[config.mk]
export PLATFORM = sky130hd
export DESIGN_NAME = frog_mover_flat
export DESIGN_NICKNAME = d
export VERILOG_FILES = /design/src/rtl/game_pkg.sv /design/src/rtl/frog_mover_if.sv /design/src/rtl/frog_mover_dir_repeat.sv /design/src/rtl/frog_mover.sv /design/src/flat_wrapper.sv
export SDC_FILE = /design/constraint.sdc
export NUM_CORES = 1
export LEC_CHECK = 0
export BUFFER_PORTS_ARGS = -buffer_cell sky130_fd_sc_hd__buf_4
export CORE_AREA = 2 2 97 89
export DETAILED_ROUTE_END_ITERATION = 8
export DIE_AREA = 0 0 99 91
export GPL_ROUTABILITY_DRIVEN = 0
export GPL_TIMING_DRIVEN = 0
export PLACE_DENSITY = 0.76
export SETUP_SLACK_MARGIN = 0.3
export SYNTH_ARGS = -nofsm -noshare
export SYNTH_HDL_FRONTEND = slang
export SYNTH_HIERARCHICAL = 1
export SYNTH_SLANG_ARGS = --single-unit
[constraint.sdc]
create_clock -name clk -period 10.7 [get_ports clk]
set_input_delay 0.535 -clock clk [delete_from_list [all_inputs] [get_ports clk]]
set_output_delay 0.535 -clock clk [all_outputs]
set_load 0.03 [all_outputs]
[src/rtl/game_pkg.sv]
// rtl/game_pkg.sv - shared game types and direction helpers
// Purpose: game state and direction enums plus per-direction unit vectors,
//          shared by the game FSM, renderer and frog_mover.
// Ports:   none (package)
package game_pkg;

    typedef enum logic [1:0] {
        MENU    = 2'd0,
        PLAYING = 2'd1,
        DEAD    = 2'd2,
        WIN     = 2'd3
    } game_state_t;

    typedef enum logic [1:0] {
        LEFT  = 2'd0,
        DOWN  = 2'd1,
        UP    = 2'd2,
        RIGHT = 2'd3
    } dir_t;

    typedef enum logic {
        HOP_IDLE = 1'b0,
        HOP_MOVE = 1'b1
    } hop_state_t;

    // Unit step along x for a direction: -1, 0 or +1.
    function automatic logic signed [1:0] dir_to_dx(input dir_t d);
        case (d)
            LEFT:    return -2'sd1;
            RIGHT:   return 2'sd1;
            default: return 2'sd0;
        endcase
    endfunction

    // Unit step along y for a direction; screen y grows downward.
    function automatic logic signed [1:0] dir_to_dy(input dir_t d);
        case (d)
            UP:      return -2'sd1;
            DOWN:    return 2'sd1;
            default: return 2'sd0;
        endcase
    endfunction

endpackage

[src/rtl/frog_mover_if.sv]
// rtl/frog_mover_if.sv - control/status bundle between the game logic and frog_mover
// Purpose: groups game-side inputs and sprite outputs of frog_mover.
// Ports:   master = game side (drives state/tick/respawn/init/dpad/carry),
//          slave  = frog_mover (drives pos/hopping/facing/reached_end/swept).
interface frog_mover_if #(
    parameter int COORD_W = 10,
    parameter int CARRY_W = 4
);
    import game_pkg::*;

    game_state_t                state;
    logic                       frame_tick;
    logic                       respawn;
    logic [COORD_W-1:0]         init_x;
    logic [COORD_W-1:0]         init_y;
    logic [3:0]                 dpad_level;
    logic signed [CARRY_W-1:0]  carry_vx;
    logic [COORD_W-1:0]         pos_x;
    logic [COORD_W-1:0]         pos_y;
    logic                       hopping;
    dir_t                       facing;
    logic                       reached_end;
    logic                       swept;

    modport master (
        output state, frame_tick, respawn, init_x, init_y, dpad_level, carry_vx,
        input  pos_x, pos_y, hopping, facing, reached_end, swept
    );

    modport slave (
        input  state, frame_tick, respawn, init_x, init_y, dpad_level, carry_vx,
        output pos_x, pos_y, hopping, facing, reached_end, swept
    );

endinterface

[src/rtl/frog_mover_dir_repeat.sv]
// rtl/frog_mover_dir_repeat.sv - per-button edge detect with hold-to-repeat
// Purpose: pulses o_req on a rising edge of i_level, then after REPEAT_DELAY
//          held frame ticks, then every REPEAT_RATE held frame ticks.
// Ports:   clk, reset (sync, active-high), i_clear (drop edge and counter
//          state), i_enable (counting allowed; counter held clear otherwise),
//          i_level, i_tick, o_req.
module dir_repeat #(
    parameter int REPEAT_DELAY = 16,
    parameter int REPEAT_RATE  = 8
) (
    input  logic clk,
    input  logic reset,
    input  logic i_clear,
    input  logic i_enable,
    input  logic i_level,
    input  logic i_tick,
    output logic o_req
);
    localparam int MAX_P = (REPEAT_DELAY > REPEAT_RATE) ? REPEAT_DELAY : REPEAT_RATE;
    localparam int CNT_W = $clog2(MAX_P + 1);

    logic             r_prev;
    logic             r_first;
    logic [CNT_W-1:0] r_cnt;
    logic             w_rise;
    logic             w_fire;
    logic [CNT_W-1:0] w_target;

    assign w_rise   = i_level & ~r_prev;
    assign w_target = r_first ? CNT_W'(REPEAT_DELAY) : CNT_W'(REPEAT_RATE);
    // A tick coinciding with the press edge is not counted toward the delay.
    assign w_fire   = i_enable & i_level & r_prev & i_tick & ((r_cnt + CNT_W'(1)) == w_target);
    assign o_req    = i_enable & (w_rise | w_fire);

    always_ff @(posedge clk) begin
        if (reset || i_clear) begin
            r_prev  <= 1'b0;
            r_first <= 1'b1;
            r_cnt   <= '0;
        end else begin
            r_prev <= i_level;
            if (!i_enable || !i_level || w_rise) begin
                r_first <= 1'b1;
                r_cnt   <= '0;
            end else if (i_tick) begin
                if (w_fire) begin
                    r_first <= 1'b0;
                    r_cnt   <= '0;
                end else begin
                    r_cnt <= r_cnt + CNT_W'(1);
                end
            end
        end
    end

endmodule

[src/rtl/frog_mover.sv]
// rtl/frog_mover.sv - grid-hop movement controller for the player sprite
// Purpose: priority-encodes d-pad requests, queues one move during a hop,
//          bounds-checks, animates hops over HOP_FRAMES ticks and applies
//          platform carry with off-screen sweep detection.
// Ports:   clk, reset (sync, active-high), bus (frog_mover_if.slave).
module frog_mover #(
    parameter int COORD_W      = 10,
    parameter int SCREEN_W     = 640,
    parameter int SCREEN_H     = 480,
    parameter int FROG_SIZE    = 32,
    parameter int STEP         = 32,
    parameter int HOP_FRAMES   = 4,
    parameter int REPEAT_DELAY = 16,
    parameter int REPEAT_RATE  = 8,
    parameter int END_Y        = 15,
    parameter int CARRY_W      = 4
) (
    input  logic         clk,
    input  logic         reset,
    frog_mover_if.slave  bus
);
    import game_pkg::*;

    localparam int HOP_PX = STEP / HOP_FRAMES;
    localparam int X_MAX  = SCREEN_W - FROG_SIZE;
    localparam int Y_MAX  = SCREEN_H - FROG_SIZE;
    localparam int FC_W   = (HOP_FRAMES > 1) ? $clog2(HOP_FRAMES) : 1;

    typedef logic signed [COORD_W+1:0] scoord_t;

    hop_state_t         r_state,     w_state_n;
    logic [FC_W-1:0]    r_frame_cnt, w_frame_cnt_n;
    dir_t               r_hop_dir,   w_hop_dir_n;
    logic               r_q_valid,   w_q_valid_n;
    dir_t               r_q_dir,     w_q_dir_n;
    dir_t               r_facing,    w_facing_n;
    logic [COORD_W-1:0] r_pos_x,     w_pos_x_n;
    logic [COORD_W-1:0] r_pos_y,     w_pos_y_n;
    logic               r_reached,   w_reached_n;
    logic               r_swept,     w_swept_n;

    logic               w_playing;
    logic [3:0]         w_req;
    logic               w_req_valid;
    dir_t               w_req_dir;
    logic               w_eval_valid;
    dir_t               w_eval_dir;
    logic               w_move_ok;
    scoord_t            w_dx, w_dy, w_x_sum, w_y_sum;

    assign w_playing = (bus.state == PLAYING);

    for (genvar i = 0; i < 4; i++) begin : g_rep
        dir_repeat #(
            .REPEAT_DELAY (REPEAT_DELAY),
            .REPEAT_RATE  (REPEAT_RATE)
        ) u_rep (
            .clk      (clk),
            .reset    (reset),
            .i_clear  (bus.respawn),
            .i_enable (w_playing),
            .i_level  (bus.dpad_level[i]),
            .i_tick   (bus.frame_tick),
            .o_req    (w_req[i])
        );
    end

    // Request priority UP > DOWN > LEFT > RIGHT (bit order 2,1,0,3).
    always_comb begin
        w_req_valid = |w_req;
        w_req_dir   = RIGHT;
        if (w_req[2])      w_req_dir = UP;
        else if (w_req[1]) w_req_dir = DOWN;
        else if (w_req[0]) w_req_dir = LEFT;
    end

    always_comb begin
        w_state_n     = r_state;
        w_frame_cnt_n = r_frame_cnt;
        w_hop_dir_n   = r_hop_dir;
        w_q_valid_n   = r_q_valid;
        w_q_dir_n     = r_q_dir;
        w_facing_n    = r_facing;
        w_pos_x_n     = r_pos_x;
        w_pos_y_n     = r_pos_y;
        w_reached_n   = r_reached;
        w_swept_n     = 1'b0;
        w_eval_valid  = 1'b0;
        w_eval_dir    = w_req_dir;
        w_move_ok     = 1'b0;
        w_dx          = '0;
        w_dy          = '0;
        w_x_sum       = '0;
        w_y_sum       = '0;

        if (w_playing) begin
            w_reached_n = (int'(r_pos_y) <= END_Y) && (r_state == HOP_IDLE);
            case (r_state)
                HOP_IDLE: begin
                    // A queued move takes precedence over a fresh request.
                    if (r_q_valid) begin
                        w_eval_valid = 1'b1;
                        w_eval_dir   = r_q_dir;
                        w_q_valid_n  = 1'b0;
                    end else if (w_req_valid) begin
                        w_eval_valid = 1'b1;
                    end
                    case (w_eval_dir)
                        UP:      w_move_ok = int'(r_pos_y) >= STEP;
                        DOWN:    w_move_ok = int'(r_pos_y) + STEP <= Y_MAX;
                        LEFT:    w_move_ok = int'(r_pos_x) >= STEP;
                        default: w_move_ok = int'(r_pos_x) + STEP <= X_MAX;
                    endcase
                    if (w_eval_valid) begin
                        w_facing_n = w_eval_dir;
                        if (w_move_ok) begin
                            w_state_n     = HOP_MOVE;
                            w_frame_cnt_n = '0;
                            w_hop_dir_n   = w_eval_dir;
                        end
                    end
                end
                default: begin
                    if (w_req_valid && !r_q_valid) begin
                        w_q_valid_n = 1'b1;
                        w_q_dir_n   = w_req_dir;
                    end
                    if (bus.frame_tick) begin
                        w_dx = scoord_t'(int'(dir_to_dx(r_hop_dir)) * HOP_PX);
                        w_dy = scoord_t'(int'(dir_to_dy(r_hop_dir)) * HOP_PX);
                        if (r_frame_cnt == FC_W'(HOP_FRAMES - 1)) begin
                            w_state_n = HOP_IDLE;
                        end else begin
                            w_frame_cnt_n = r_frame_cnt + FC_W'(1);
                        end
                    end
                end
            endcase

            if (bus.frame_tick) begin
                w_x_sum = $signed({2'b00, r_pos_x}) + w_dx + scoord_t'(bus.carry_vx);
                w_y_sum = $signed({2'b00, r_pos_y}) + w_dy;
                w_pos_y_n = w_y_sum[COORD_W-1:0];
                // Off-screen carry leaves x untouched and reports the sweep.
                if (w_x_sum < 0 || w_x_sum > scoord_t'(X_MAX)) begin
                    w_swept_n = 1'b1;
                end else begin
                    w_pos_x_n = w_x_sum[COORD_W-1:0];
                end
            end
        end
    end

    always_ff @(posedge clk) begin
        if (reset || bus.respawn) begin
            r_state     <= HOP_IDLE;
            r_frame_cnt <= '0;
            r_hop_dir   <= UP;
            r_q_valid   <= 1'b0;
            r_q_dir     <= UP;
            r_facing    <= UP;
            r_pos_x     <= bus.init_x;
            r_pos_y     <= bus.init_y;
            r_reached   <= 1'b0;
            r_swept     <= 1'b0;
        end else begin
            r_state     <= w_state_n;
            r_frame_cnt <= w_frame_cnt_n;
            r_hop_dir   <= w_hop_dir_n;
            r_q_valid   <= w_q_valid_n;
            r_q_dir     <= w_q_dir_n;
            r_facing    <= w_facing_n;
            r_pos_x     <= w_pos_x_n;
            r_pos_y     <= w_pos_y_n;
            r_reached   <= w_reached_n;
            r_swept     <= w_swept_n;
        end
    end

    assign bus.pos_x       = r_pos_x;
    assign bus.pos_y       = r_pos_y;
    assign bus.hopping     = (r_state == HOP_MOVE);
    assign bus.facing      = r_facing;
    assign bus.reached_end = r_reached;
    assign bus.swept       = r_swept;

endmodule

[src/flat_wrapper.sv]
// flat-port wrapper written by rule: the top's interface ports become plain ports
module frog_mover_flat import game_pkg::*;
#(
    parameter int COORD_W      = 10,
    parameter int SCREEN_W     = 640,
    parameter int SCREEN_H     = 480,
    parameter int FROG_SIZE    = 32,
    parameter int STEP         = 32,
    parameter int HOP_FRAMES   = 4,
    parameter int REPEAT_DELAY = 16,
    parameter int REPEAT_RATE  = 8,
    parameter int END_Y        = 15,
    parameter int CARRY_W      = 4
)
  (clk, reset, bus_state, bus_frame_tick, bus_respawn, bus_init_x, bus_init_y, bus_dpad_level, bus_carry_vx, bus_pos_x, bus_pos_y, bus_hopping, bus_facing, bus_reached_end, bus_swept);
  frog_mover_if #(.COORD_W(COORD_W), .CARRY_W(CARRY_W)) bus_i ();
  input  logic clk;
  input  logic reset;
  input wire logic [$bits(bus_i.state)-1:0] bus_state;
  input wire logic [$bits(bus_i.frame_tick)-1:0] bus_frame_tick;
  input wire logic [$bits(bus_i.respawn)-1:0] bus_respawn;
  input wire logic [$bits(bus_i.init_x)-1:0] bus_init_x;
  input wire logic [$bits(bus_i.init_y)-1:0] bus_init_y;
  input wire logic [$bits(bus_i.dpad_level)-1:0] bus_dpad_level;
  input wire logic [$bits(bus_i.carry_vx)-1:0] bus_carry_vx;
  output wire logic [$bits(bus_i.pos_x)-1:0] bus_pos_x;
  output wire logic [$bits(bus_i.pos_y)-1:0] bus_pos_y;
  output wire logic [$bits(bus_i.hopping)-1:0] bus_hopping;
  output wire logic [$bits(bus_i.facing)-1:0] bus_facing;
  output wire logic [$bits(bus_i.reached_end)-1:0] bus_reached_end;
  output wire logic [$bits(bus_i.swept)-1:0] bus_swept;
  assign bus_i.state = bus_state;
  assign bus_i.frame_tick = bus_frame_tick;
  assign bus_i.respawn = bus_respawn;
  assign bus_i.init_x = bus_init_x;
  assign bus_i.init_y = bus_init_y;
  assign bus_i.dpad_level = bus_dpad_level;
  assign bus_i.carry_vx = bus_carry_vx;
  assign bus_pos_x = bus_i.pos_x;
  assign bus_pos_y = bus_i.pos_y;
  assign bus_hopping = bus_i.hopping;
  assign bus_facing = bus_i.facing;
  assign bus_reached_end = bus_i.reached_end;
  assign bus_swept = bus_i.swept;
  frog_mover #(.COORD_W(COORD_W), .SCREEN_W(SCREEN_W), .SCREEN_H(SCREEN_H), .FROG_SIZE(FROG_SIZE), .STEP(STEP), .HOP_FRAMES(HOP_FRAMES), .REPEAT_DELAY(REPEAT_DELAY), .REPEAT_RATE(REPEAT_RATE), .END_Y(END_Y), .CARRY_W(CARRY_W)) u_core (.clk(clk), .reset(reset), .bus(bus_i));
endmodule
==> flow_summary_export.csv, run 1 <==
group,metric,value,unit
setup_path,critPathMaxStageDelay,0.53,ns
floorplan,fp-row-count,31,
cts,cts_buffers,9,
power,power,0.6587,mW
timing,holdWs,0.4606,ns
floorplan,dieArea,9009,µm²
cts,cts_buffer_depth,2,
setup_path,crit_required,10.76,ns
min_path,hold_class,"primary input to register",
run,cap_violations,0,
floorplan,top_level_ports,59,
layout,area_growth,18.55,%
cts,path_clk_slew,0.07,ns
place,io_buffers,58,
grt,grt_pass1_vias,3547,
synthesis,seq_area_frac_synth,0.3252,
synthesis,synth_top_area_cell,"dfxtp_1",
synthesis,synth_top_family_by_area,"simple AND/OR/NAND/NOR gates",
synthesis,ys_ff_latch,60,
synthesis,synth_cells,473,
setup_path,worst-setup-path-type,"register to register",
synthesis,muxShareOfSynthArea,0.02178,
place,dp_hpwl,7413,µm
layout,nets,620,
cts,cts.sinks,60,
layout,post_route_cells_drive_above_1_share,0.2099,
synthesis,synth_compound_area_frac,0.1548,
power,p_per_area,128.9,nW/µm²
setup_path,end_kind,"register",
floorplan,core_area,7951,µm²
cts,post-cts-setup-buffers,0,
timing,rsz0062_at_grt,"false",
floorplan,start_util,0.5419,
cts,htreeDepth,3,
synthesis,yosysMostFrequentCell,"nand2_1",
synthesis,synth_edf_count,20,
layout,antenna_cells,0,
setup_path,crit_family,"adder cells",
cts,cts-root-buf,"clkbuf_8",
route,antenna_left,0,
synthesis,synth_top_cell_area_share,0.1858,
synthesis,synth-simple-area-share,0.2587,
timing,setup_viol,0,
route,viasPerCell,5.682,
timing,final_max_slew_viol_count,0,
cts,worst_skew_pair.late_latency,0.34,ns
synthesis,synth_area_per_cell,9.110,µm²
synthesis,yosys-top-cells-count,"nand2_1, dfxtp_1, nand3_1, ha_1, nor2_1",
layout,fillers,667,
synthesis,synth_nets,550,
power,vdd_ir_drop_max,0.08779,mV
grt,grtUsageTotal,0.2260,
setup_path,rr_endpoint,"u_core/bus.pos_x[3]",
synthesis,synth_ff_type,"dfxtp_1",
setup_path,reg2reg_depth,13,
route,drc,0,
min_path,hold_end,"u_core/bus.pos_x[1]",
synthesis,synthArstFlopShare,0,
synthesis,synth_area_leaders,"dfxtp_1, edfxtp_1, ha_1",
power,p_leak,2.113,nW
synthesis,yosys.cell_types.count,63,
status,status,"finished, final reports clean",
timing,hold_viol_final,0,
setup_path,crit_buf_inv,3,
synthesis,synthXorXnorAreaFrac,0.06388,
min_path,hold-path-cell-count,3,
min_path,hp-start,"bus_init_x[1]",
grt,grt-ovfl-total,0,
setup_path,worst-endpoint-arrival,4.03,ns
timing,slew_headroom,0.5908,
grt,grt_max_degree,17,
floorplan,die_w,99,µm
timing,clock_skew,0.008959,ns
synthesis,ys.warnings.count,6,
setup_path,crit_path_start_kind,"register",
route,vias,3676,
setup_path,path_max_fanout,7,
setup_path,r2r-start,"u_core/r_hop_dir[0]",
grt,grt_first_pass_wirelength,16650,µm
cts,cts_resized,0,
floorplan,dieHeight,91,µm
timing,timing.final.crit_share,0.3711,
route,wl_per_cell,15.11,µm
setup_path,crit_chain,"inv_1 > ha_1 > nand3b_1 > fa_1 > inv_1 > ha_1 > nor2b_1 > o2111ai_1 > nand4_1 > xnor2_1 > a311oi_1 > o41ai_2 > buf_4",
timing,fin_setup_tns,0,ns
layout,multi_input_area,2771,µm²
timing,worst_pin_slew,0.6138,ns
route,totalWireLength,9774,µm
timing,max_freq,0.2518,GHz
cts,ctsHoldBuffers,0,
synthesis,syn_area,4309,µm²
route,drt_iter0_markers,258,
setup_path,r2r_slack,6.73,ns
timing,layout_min_cycle_time,3.971,ns
synthesis,synthAdderAreaFrac,0.1423,
cts,cts_tree,"done",
setup_path,cpMaxStageDelayCell,"o41ai_2",
route,first_pass_iters,9,
layout,seq_area,1401,µm²
grt,antenna_found_initial,0,
## cell usage in the layout (no fill, tap or decap), drive strengths merged, types with 7 or more instances in the layout
cell / count
inv: 29
nand2b: 7
nor3: 12
a21oi: 24
or3: 10
a21o: 10
buf: 63
clkbuf: 20
nor3b: 16
nand3: 47
ha: 33
dfxtp: 40
o21ai: 19
xnor2: 14
edfxtp: 20
nor2: 29
xor2: 14
fa: 10
nand2: 56
## routing by layer
layer / GRT usage / share of wire / routed length (µm)
met1: 0.3239 / 0.48 / 4673
met2: 0.3542 / 0.47 / 4566
met3: 0.03695 / 0.044 / 429
met4: 0.06050 / 0.011 / 104
met5: 0 / 0 / 0
## layout make-up
class                   count  area share
repair buffers             59     0.08670
plain buffers               9    0.007592
inverters                  28     0.02057
multi-input cells         376      0.5425
clock inverters             1    0.001225
well taps                  99     0.02425
clock buffers              15     0.04286
flip-flops and latches     60      0.2743
## per-stage QoR
| step | worst slack (ns) | util | cell area, µm² | cells |
|---|---|---|---|---|
| 3_3_place_gp | 5.772 | 0.6123 | 4868 | 630 |
| 5_1_grt | 6.480 | 0.6425 | 5109 | 647 |
| 4_1_cts | 6.775 | 0.6425 | 5109 | 647 |
| 2_1_floorplan | 6.524 | - | 4309 | 473 |
| 3_5_place_dp | 6.649 | 0.6142 | 4883 | 631 |
| 6_report | 6.729 | 0.6425 | 5109 | 647 |
## registers in the layout (all words and copies together) (netlist names), 2 cells and up
signal / flops
u_core/bus.pos_x: 10
u_core/bus.facing: 2
u_core/r_q_dir: 2
u_core/g_rep.u_rep/r_cnt: 20
u_core/r_hop_dir: 2
u_core/g_rep.u_rep/r_prev: 4
u_core/r_frame_cnt: 2
u_core/bus.pos_y: 10
u_core/g_rep.u_rep/r_first: 4
## cells by family after synthesis
logic type               after synthesis
AO/OA/AOI/OAI                         95
buffers and inverters                 37
XOR/XNOR                              28
adder cells (fa/ha/maj)               43
multiplexers                           9
AND/OR/NAND/NOR                      201
flip-flops                            60
## how the worst max path moves through the flow
stage                        start                   to  slack [ns]  depth (start not counted)
3_3_place_gp        bus_frame_tick  u_core/bus.pos_x[0]        5.77                         11
4_1_cts        u_core/r_hop_dir[1]  u_core/bus.pos_x[0]        6.77                         13
2_1_floorplan   u_core/bus.hopping  u_core/bus.pos_x[0]        6.52                         10
6_report       u_core/r_hop_dir[0]  u_core/bus.pos_x[3]        6.73                         13
5_1_grt        u_core/r_hop_dir[0]  u_core/bus.pos_x[0]        6.48                         13
3_5_place_dp        bus_frame_tick  u_core/bus.pos_x[0]        6.65                         12
## worst reg2reg max path: stages, from the launching register on
cell,delay (ns)
dfxtp_1,0.34
inv_1,0.06
ha_1,0.29
nand3b_1,0.21
fa_1,0.50
inv_1,0.04
ha_1,0.34
nor2b_1,0.18
o2111ai_1,0.27
nand4_1,0.16
xnor2_1,0.30
a311oi_1,0.19
o41ai_2,0.53
buf_4,0.26
## power by group
part | switching [mW] | leakage [nW] | internal [mW]
clock network | 0.0909 | 0.117 | 0.132
registers | 0.0137 | 0.531 | 0.249
logic | 0.102 | 1.47 | 0.0709
total | 0.207 | 2.11 | 0.452
Note: power is estimated with default switching activity, not from simulation.
==> run 2: changes to the inputs <==
ABC_AREA = 1   (was unset)
CORE_AREA = 2 2 101 93   (was 2 2 97 89)
DIE_AREA = 0 0 103 95   (was 0 0 99 91)
clock period = 3.3 ns   (was 10.7 ns; I/O delays follow)
==> run 2 against run 1 <==
  * Final cell count up 29%
  * Sequential share of layout area shrank 2.5 points
  * Die area grew 8.6%
  * Total power grew to 3.4 times the previous value
  * Clock skew up 0.0030 ns
  * Utilization fell by 0.26 points
  * Global-route usage is 2.1 points higher
  * Register-to-register slack worse by 6.6 ns
  * Setup slack lost 6.6 ns
  * Fmax rose by 27%
  * Area after synthesis increased by 5.7%
  * Largest cell class unchanged
  * Largest power group unchanged
  * Highest routed layer unchanged
==> flow_summary_export.csv, run 2 <==
group,metric,value,unit
min_path,hold-path-cell-count,2,
floorplan,dieHeight,95,µm
timing,worst_pin_slew,0.9820,ns
grt,use_met3,0.04071,
grt,gr-usage-met2,0.4199,
layout,antenna_cells,0,
synthesis,synth_top_area_cell,"dfxtp_1",
floorplan,die_w,103,µm
power,vdd_ir_drop_max,0.2323,mV
setup_path,worst-setup-path-type,"register to register",
synthesis,yosys-top-cells-count,"nand2_1, inv_1, nor2_1, dfxtp_1, nand3_1",
synthesis,ys_ff_latch,60,
setup_path,reg2reg_depth,18,
place,place_ws,-0.1767,ns
route,vias,4447,
run,cap_violations,0,
setup_path,worst-endpoint-arrival,3.18,ns
layout,fillers,810,
timing,layout_min_cycle_time,3.122,ns
layout,post_route_cells_drive_above_1_share,0.2335,
grt,antenna_found_initial,0,
cts,cts_buffers,9,
timing,hold_viol_final,0,
power,seqPwrFrac,0.377,
cts,cts.sinks,60,
cts,path_clk_slew,0.07,ns
floorplan,fp-row-count,33,
synthesis,synth_cells,628,
synthesis,synth_area_per_cell,7.254,µm²
grt,grtUsageTotal,0.2466,
synthesis,synth_edf_count,20,
synthesis,yosys.cell_types.count,38,
power,comb_power_share,0.326,
synthesis,synth_top_cell_area_share,0.1758,
power,switchingPower,0.7855,mW
power,pwr-share-clk,0.298,
grt,grt_first_pass_wirelength,18950,µm
place,dp.cells,808,
cts,ctsHoldBuffers,0,
layout,largest_register,"u_core/g_rep.u_rep/r_cnt",
timing,slew_headroom,0.3429,
cts,htreeDepth,3,
timing,max_freq,0.3203,GHz
timing,worst_slack,0.1775,ns
timing,clock_skew,0.01191,ns
grt,grt-ovfl-total,0,
synthesis,syn_area,4556,µm²
timing,setup_viol,0,
grt,grt_max_degree,31,
grt,busiest_layer,"met2",
timing,rsz0062_at_grt,"true",
grt,grt_use_met1,0.3130,
floorplan,start_util,0.5156,
floorplan,dieArea,9785,µm²
synthesis,ys.warnings.count,6,
route,drc,0,
synthesis,synth_area_leaders,"dfxtp_1, nand2_1, edfxtp_1",
layout,nets,784,
layout,largest_reg_flops,20,
timing,timing.final.crit_share,0.9462,
cts,cts_buffer_depth,2,
route,wl_per_cell,14.03,µm
layout,utilization,0.6399,
layout,area_growth,24.11,%
synthesis,synthArstFlopShare,0,
min_path,hold_class,"primary input to register",
place,io_buffers,58,
route,antenna_left,0,
synthesis,synth_ff_type,"dfxtp_1",
power,power,2.243,mW
cts,worst_skew_pair.late_latency,0.34,ns
floorplan,top_level_ports,59,
layout,final_common_cell,"nand2_1",
synthesis,seq_area_frac_synth,0.3076,
route,totalWireLength,11690,µm
place,place_area,5171,µm²
place,dp_hpwl,8334,µm
timing,final_max_slew_viol_count,0,
layout,finalNonFillerCells,833,
setup_path,end_kind,"register",
cts,cts-root-buf,"clkbuf_8",
power,p_per_area,396.7,nW/µm²
layout,fin_area,5654,µm²
route,viasPerCell,5.339,
power,p_leak,2.680,nW
setup_path,crit_path_start_kind,"register",
power,power.internal,1.457,mW
power,switching_share,0.3503,
synthesis,synth_nets,705,
floorplan,core_area,8836,µm²
setup_path,path_max_fanout,6,
cts,cts_tree,"done",
route,first_pass_iters,5,
route,drt_iter0_markers,309,
layout,final_cell_mix,"nand2_1, inv_1, nor2_1",
status,status,"finished, final reports clean",
setup_path,crit_required,3.35,ns
synthesis,yosysMostFrequentCell,"nand2_1",
grt,grt_pass1_vias,4214,
run 2: metrics by stage:
stage	TNS [ns]	hold WS, ns
final	0	0.06395
after global placement	-1.534	0.4051
after global routing	0	0.05709
after CTS	0	0.05491
after floorplan	0	0.2409
after detailed placement	-1.763	0.4123
run 2: what timing repair did:
item | in CTS | in global routing
gates cloned | 0 | 0
endpoints found under the setup margin | 10 | 10
pin swaps | 10 | 23
gates resized for setup | 27 | 24
setup buffers | 4 | 6
run 2: path summary, 6_finish.rpt:
kind | from | end | slack [ns]
worst max-delay path | u_core/r_hop_dir[0] | u_core/bus.pos_x[1] | 0.18
worst min register to register | u_core/r_q_dir[1] | u_core/r_q_dir[1] | 0.45
worst min-delay path | reset | u_core/g_rep[0].u_rep/r_prev | 0.06
worst max register to register | u_core/r_hop_dir[0] | u_core/bus.pos_x[1] | 0.18
run 2: cell type report:
type | instances | area [µm²] | share of cell area
inverter | 97 | 387.9 | 0.06860
timing repair buffer | 68 | 518.0 | 0.09161
clock inverter | 3 | 16.27 | 0.002877
tap | 122 | 152.6 | 0.02700
multi-input combinational | 462 | 2922 | 0.5167
buffer | 9 | 72.57 | 0.01283
sequential | 60 | 1408 | 0.2489
clock buffer | 12 | 177.7 | 0.03142
run 2: power by group through the flow:
stage / Clock, mW / Sequential (mW) / Combinational [mW]
floorplan: 0 / 0.911 / 0.337
global placement: 0 / 0.858 / 0.554
detailed placement: 0 / 0.861 / 0.570
CTS: 0.681 / 0.843 / 0.636
global route: 0.717 / 0.850 / 0.789
finish: 0.668 / 0.845 / 0.730
run 2: cell families (layout without fill, tap and decap cells):
family / after synthesis / after routing / share of synthesized area
and+or+nand+nor: 331 / 331 / 0.3343
buffers and inverters: 106 / 189 / 0.09887
AOI/OAI and AO/OA: 80 / 80 / 0.1093
DFF: 60 / 60 / 0.3076
adders and majority gates: 43 / 43 / 0.1346
xor gates and xnor gates: 8 / 8 / 0.01538
run 2: worst max-delay path: stages (launching register included):
cell and delay, ns:
dfxtp_2 0.34, inv_2 0.06, ha_4 0.23, inv_2 0.07, nand2_2 0.06, fa_1 0.53, inv_2 0.05, ha_4 0.28
a21oi_4 0.18, nand2_2 0.11, nand2_2 0.08, a21o_1 0.13, nand2_1 0.07, nand2_2 0.09, nand3_2 0.09, nand2_2 0.10
nand2_4 0.06, o21ai_4 0.17, buf_6 0.15
run 2: routing by layer:
| layer | wire length [µm] | part of all wire | up-vias |
|---|---|---|---|
| met5 | 0 | 0 | - |
| met4 | 227 | 0.019 | 0 |
| met3 | 752 | 0.064 | 21 |
| met2 | 5644 | 0.48 | 145 |
| met1 | 5065 | 0.43 | 2080 |
| li1 | - | - | 2201 |
==> run 3: changes to the inputs <==
CORE_AREA = 2 2 98 91   (was 2 2 101 93)
DIE_AREA = 0 0 100 93   (was 0 0 103 95)
SYNTH_HIERARCHICAL = unset   (was 1)
==> run 3 against run 2 <==
  * The run now ends with negative setup slack left
  * Non-clock buffer count rose by 12
  * Area after synthesis fell by 5.7%
  * Via count fell by 5.8%
  * Highest routed layer unchanged
  * Clock skew shrank 0.0053 ns
==> flow_summary_export.csv, run 3 <==
group,metric,value,unit
status,status,"finished with violations",
status,violations,"negative setup slack",
setup_path,crit_chain,"inv_2 > ha_4 > inv_2 > nand2_2 > fa_1 > inv_2 > ha_4 > a21o_1 > inv_2 > nand2_2 > buf_4 > xor2_1 > o21ai_0 > o211ai_1 > nand2_1 > nand3_2 > o21ai_4 > buf_12 > buf_16",
timing,final_max_slew_viol_count,0,
cts,cts-root-buf,"clkbuf_8",
setup_path,worst-setup-path-type,"register to register",
timing,worst_slack,-0.1017,ns
floorplan,start_util,0.5158,
min_path,hold-path-cell-count,3,
min_path,hp-start,"bus_dpad_level[0]",
floorplan,core_area,8328,µm²
setup_path,crit_buf_inv,7,
place,dp_hpwl,7977,µm
timing,fin_setup_tns,-0.9909,ns
route,totalWireLength,10710,µm
layout,final_common_cell,"nand2_1",
synthesis,syn_area,4295,µm²
timing,worst_pin_slew,0.6318,ns
floorplan,top_level_ports,59,
synthesis,synthArstFlopShare,0,
grt,antenna_found_initial,0,
power,vdd_ir_drop_max,0.2246,mV
power,p_per_area,426.4,nW/µm²
route,vias,4187,
run,cap_violations,0,
layout,antenna_cells,0,
floorplan,fp-row-count,32,
setup_path,r2r-start,"u_core.r_hop_dir[0]",
synthesis,ys.warnings.count,0,
grt,grt_pass1_vias,4091,
setup_path,crit_top_cell,"inv_2",
timing,max_freq,0.2940,GHz
setup_path,crit_family,"adder cells",
setup_path,path_depth,19,
grt,grt_max_degree,13,
min_path,hold_class,"primary input to register",
cts,htreeDepth,3,
timing,slew_headroom,0.5788,
timing,layout_min_cycle_time,3.402,ns
power,p_leak,2.586,nW
synthesis,yosys-top-cells-count,"nand2_1, inv_1, nor2_1, dfxtp_1, ha_1",
synthesis,yosysMostFrequentCell,"nand2_1",
route,antenna_left,0,
timing,setup_viol,11,
synthesis,synth_area_per_cell,7.509,µm²
setup_path,rr_endpoint,"u_core.bus.pos_x[9]",
setup_path,path_max_fanout,5,
setup_path,cpMaxStageDelayCell,"fa_1",
synthesis,yosys.cell_types.count,46,
synthesis,synth_area_leaders,"dfxtp_1, edfxtp_1, nand2_1",
setup_path,crit_path_start_kind,"register",
synthesis,synth_cells,572,
place,io_buffers,57,
timing,hold_viol_final,0,
synthesis,seq_area_frac_synth,0.3262,
min_path,hold_end,"u_core.g_rep[0].u_rep.r_prev",
floorplan,dieArea,9300,µm²
route,drt_iter0_markers,221,
layout,post_route_cells_drive_above_1_share,0.2271,
cts,path_clk_slew,0.07,ns
layout,largest_reg_flops,20,
route,viasPerCell,5.459,
timing,timing.final.crit_share,1.031,
cts,cts_tree,"done",
grt,grt_first_pass_wirelength,17830,µm
setup_path,worst-endpoint-arrival,3.47,ns
cts,cts_buffer_depth,2,
timing,clock_skew,0.006564,ns
route,first_pass_iters,5,
synthesis,synth_edf_count,20,
synthesis,synth_nets,651,
route,drc,0,
layout,largest_register,"u_core.g_rep.u_rep.r_cnt",
cts,cts.sinks,60,
synthesis,synth_top_area_cell,"dfxtp_1",
synthesis,synth_ff_type,"dfxtp_1",
setup_path,end_kind,"register",
power,power,2.306,mW
layout,nets,739,
layout,final_cell_mix,"nand2_1, buf_4, inv_1",
synthesis,ys_ff_latch,60,
setup_path,critPathMaxStageDelay,0.50,ns
floorplan,die_w,100,µm
setup_path,r2r_slack,-0.10,ns
floorplan,dieHeight,93,µm
place,place_ws,-0.2661,ns
cts,cts_buffers,9,
grt,grtUsageTotal,0.2378,
route,wl_per_cell,13.96,µm
layout,area_growth,25.92,%
setup_path,crit_required,3.37,ns
timing,rsz0062_at_grt,"true",
cts,worst_skew_pair.late_latency,0.34,ns
grt,grt-ovfl-total,0,
setup_path,reg2reg_depth,19,
synthesis,synth_top_cell_area_share,0.1864,
[run 3: cell count changes after synthesis, moves of 5 or more]
| cell | previous run | this run |
|---|---|---|
| inv_1 | 95 | 74 |
| buf_6 | 5 | 0 |
| o21ai_0 | 20 | 25 |
| a21oi_1 | 27 | 34 |
| xor2_1 | 3 | 15 |
| nand2_1 | 166 | 156 |
| nand3_1 | 40 | 32 |
| nor2_1 | 69 | 42 |
| xnor2_1 | 5 | 0 |
| o21bai_1 | 5 | 0 |
| nor3_1 | 6 | 11 |
| nand4_1 | 21 | 13 |
[run 3: logic make-up after synthesis]
kind of cell / share of synthesized area
AND/OR/NAND/NOR: 0.2927
XOR/XNOR: 0.03437
AO/OA/AOI/OAI: 0.1180
flip-flops: 0.3262
adder cells (fa/ha/maj): 0.1486
buffers and inverters: 0.08010
[run 3: timing repair]
item,4_1_cts,5_1_grt
endpoints found under the setup margin,11,14
gates cloned,1,0
hold buffers,0,0
resized for setup,13,13
setup buffers,17,2
pin swaps,7,7
[run 3: tightest hold or removal path, cell delays in order]
cell and delay, ns:
buf_4 0.12, inv_1 0.04, nor2_1 0.03
[run 3: layer usage]
metal,routed length (µm),track usage,vias to the layer above
met5,0,0,-
met4,257,0.07877,0
met3,654,0.05531,29
met2,5452,0.4324,128
met1,4340,0.2747,1963
li1,-,-,2067
[run 3: final cells by class]
class	count	area, µm²
multi-input combinational	424	2678
fill	709	2919
clock inverter	4	46.29
timing repair buffer	77	645.6
tap	102	127.6
clock buffer	12	155.1
buffer	12	58.81
sequential	60	1408
inverter	76	290.3
[run 3: where the power goes]
part           total, mW  internal [mW]  switching [mW]
registers          0.856          0.807          0.0498
clock network      0.682          0.388           0.294
logic              0.768          0.346           0.421
[run 3: stage by stage]
stage                       util  instances  area (µm²)  hold slack, ns
after detailed placement  0.5918        731        4928          0.4119
after CTS                 0.6426        765        5351         0.05087
final                     0.6495        767        5409         0.06300
after global placement    0.5918        731        4928          0.4057
after floorplan                -        572        4373          0.2772
after global routing      0.6495        767        5409         0.06302
[run 3: how the worst max path moves through the flow]
| stage | from | end | slack, ns |
|---|---|---|---|
| floorplan | u_core.r_hop_dir[0] | u_core.bus.pos_x[0] | 0.17 |
| global placement | u_core.r_hop_dir[1] | u_core.bus.pos_x[6] | -0.18 |
| detailed placement | u_core.r_hop_dir[1] | u_core.bus.pos_x[6] | -0.27 |
| CTS | u_core.r_hop_dir[0] | u_core.bus.pos_x[5] | -0.11 |
| global route | u_core.r_hop_dir[0] | u_core.bus.pos_x[5] | -0.29 |
| finish | u_core.r_hop_dir[0] | u_core.bus.pos_x[9] | -0.10 |
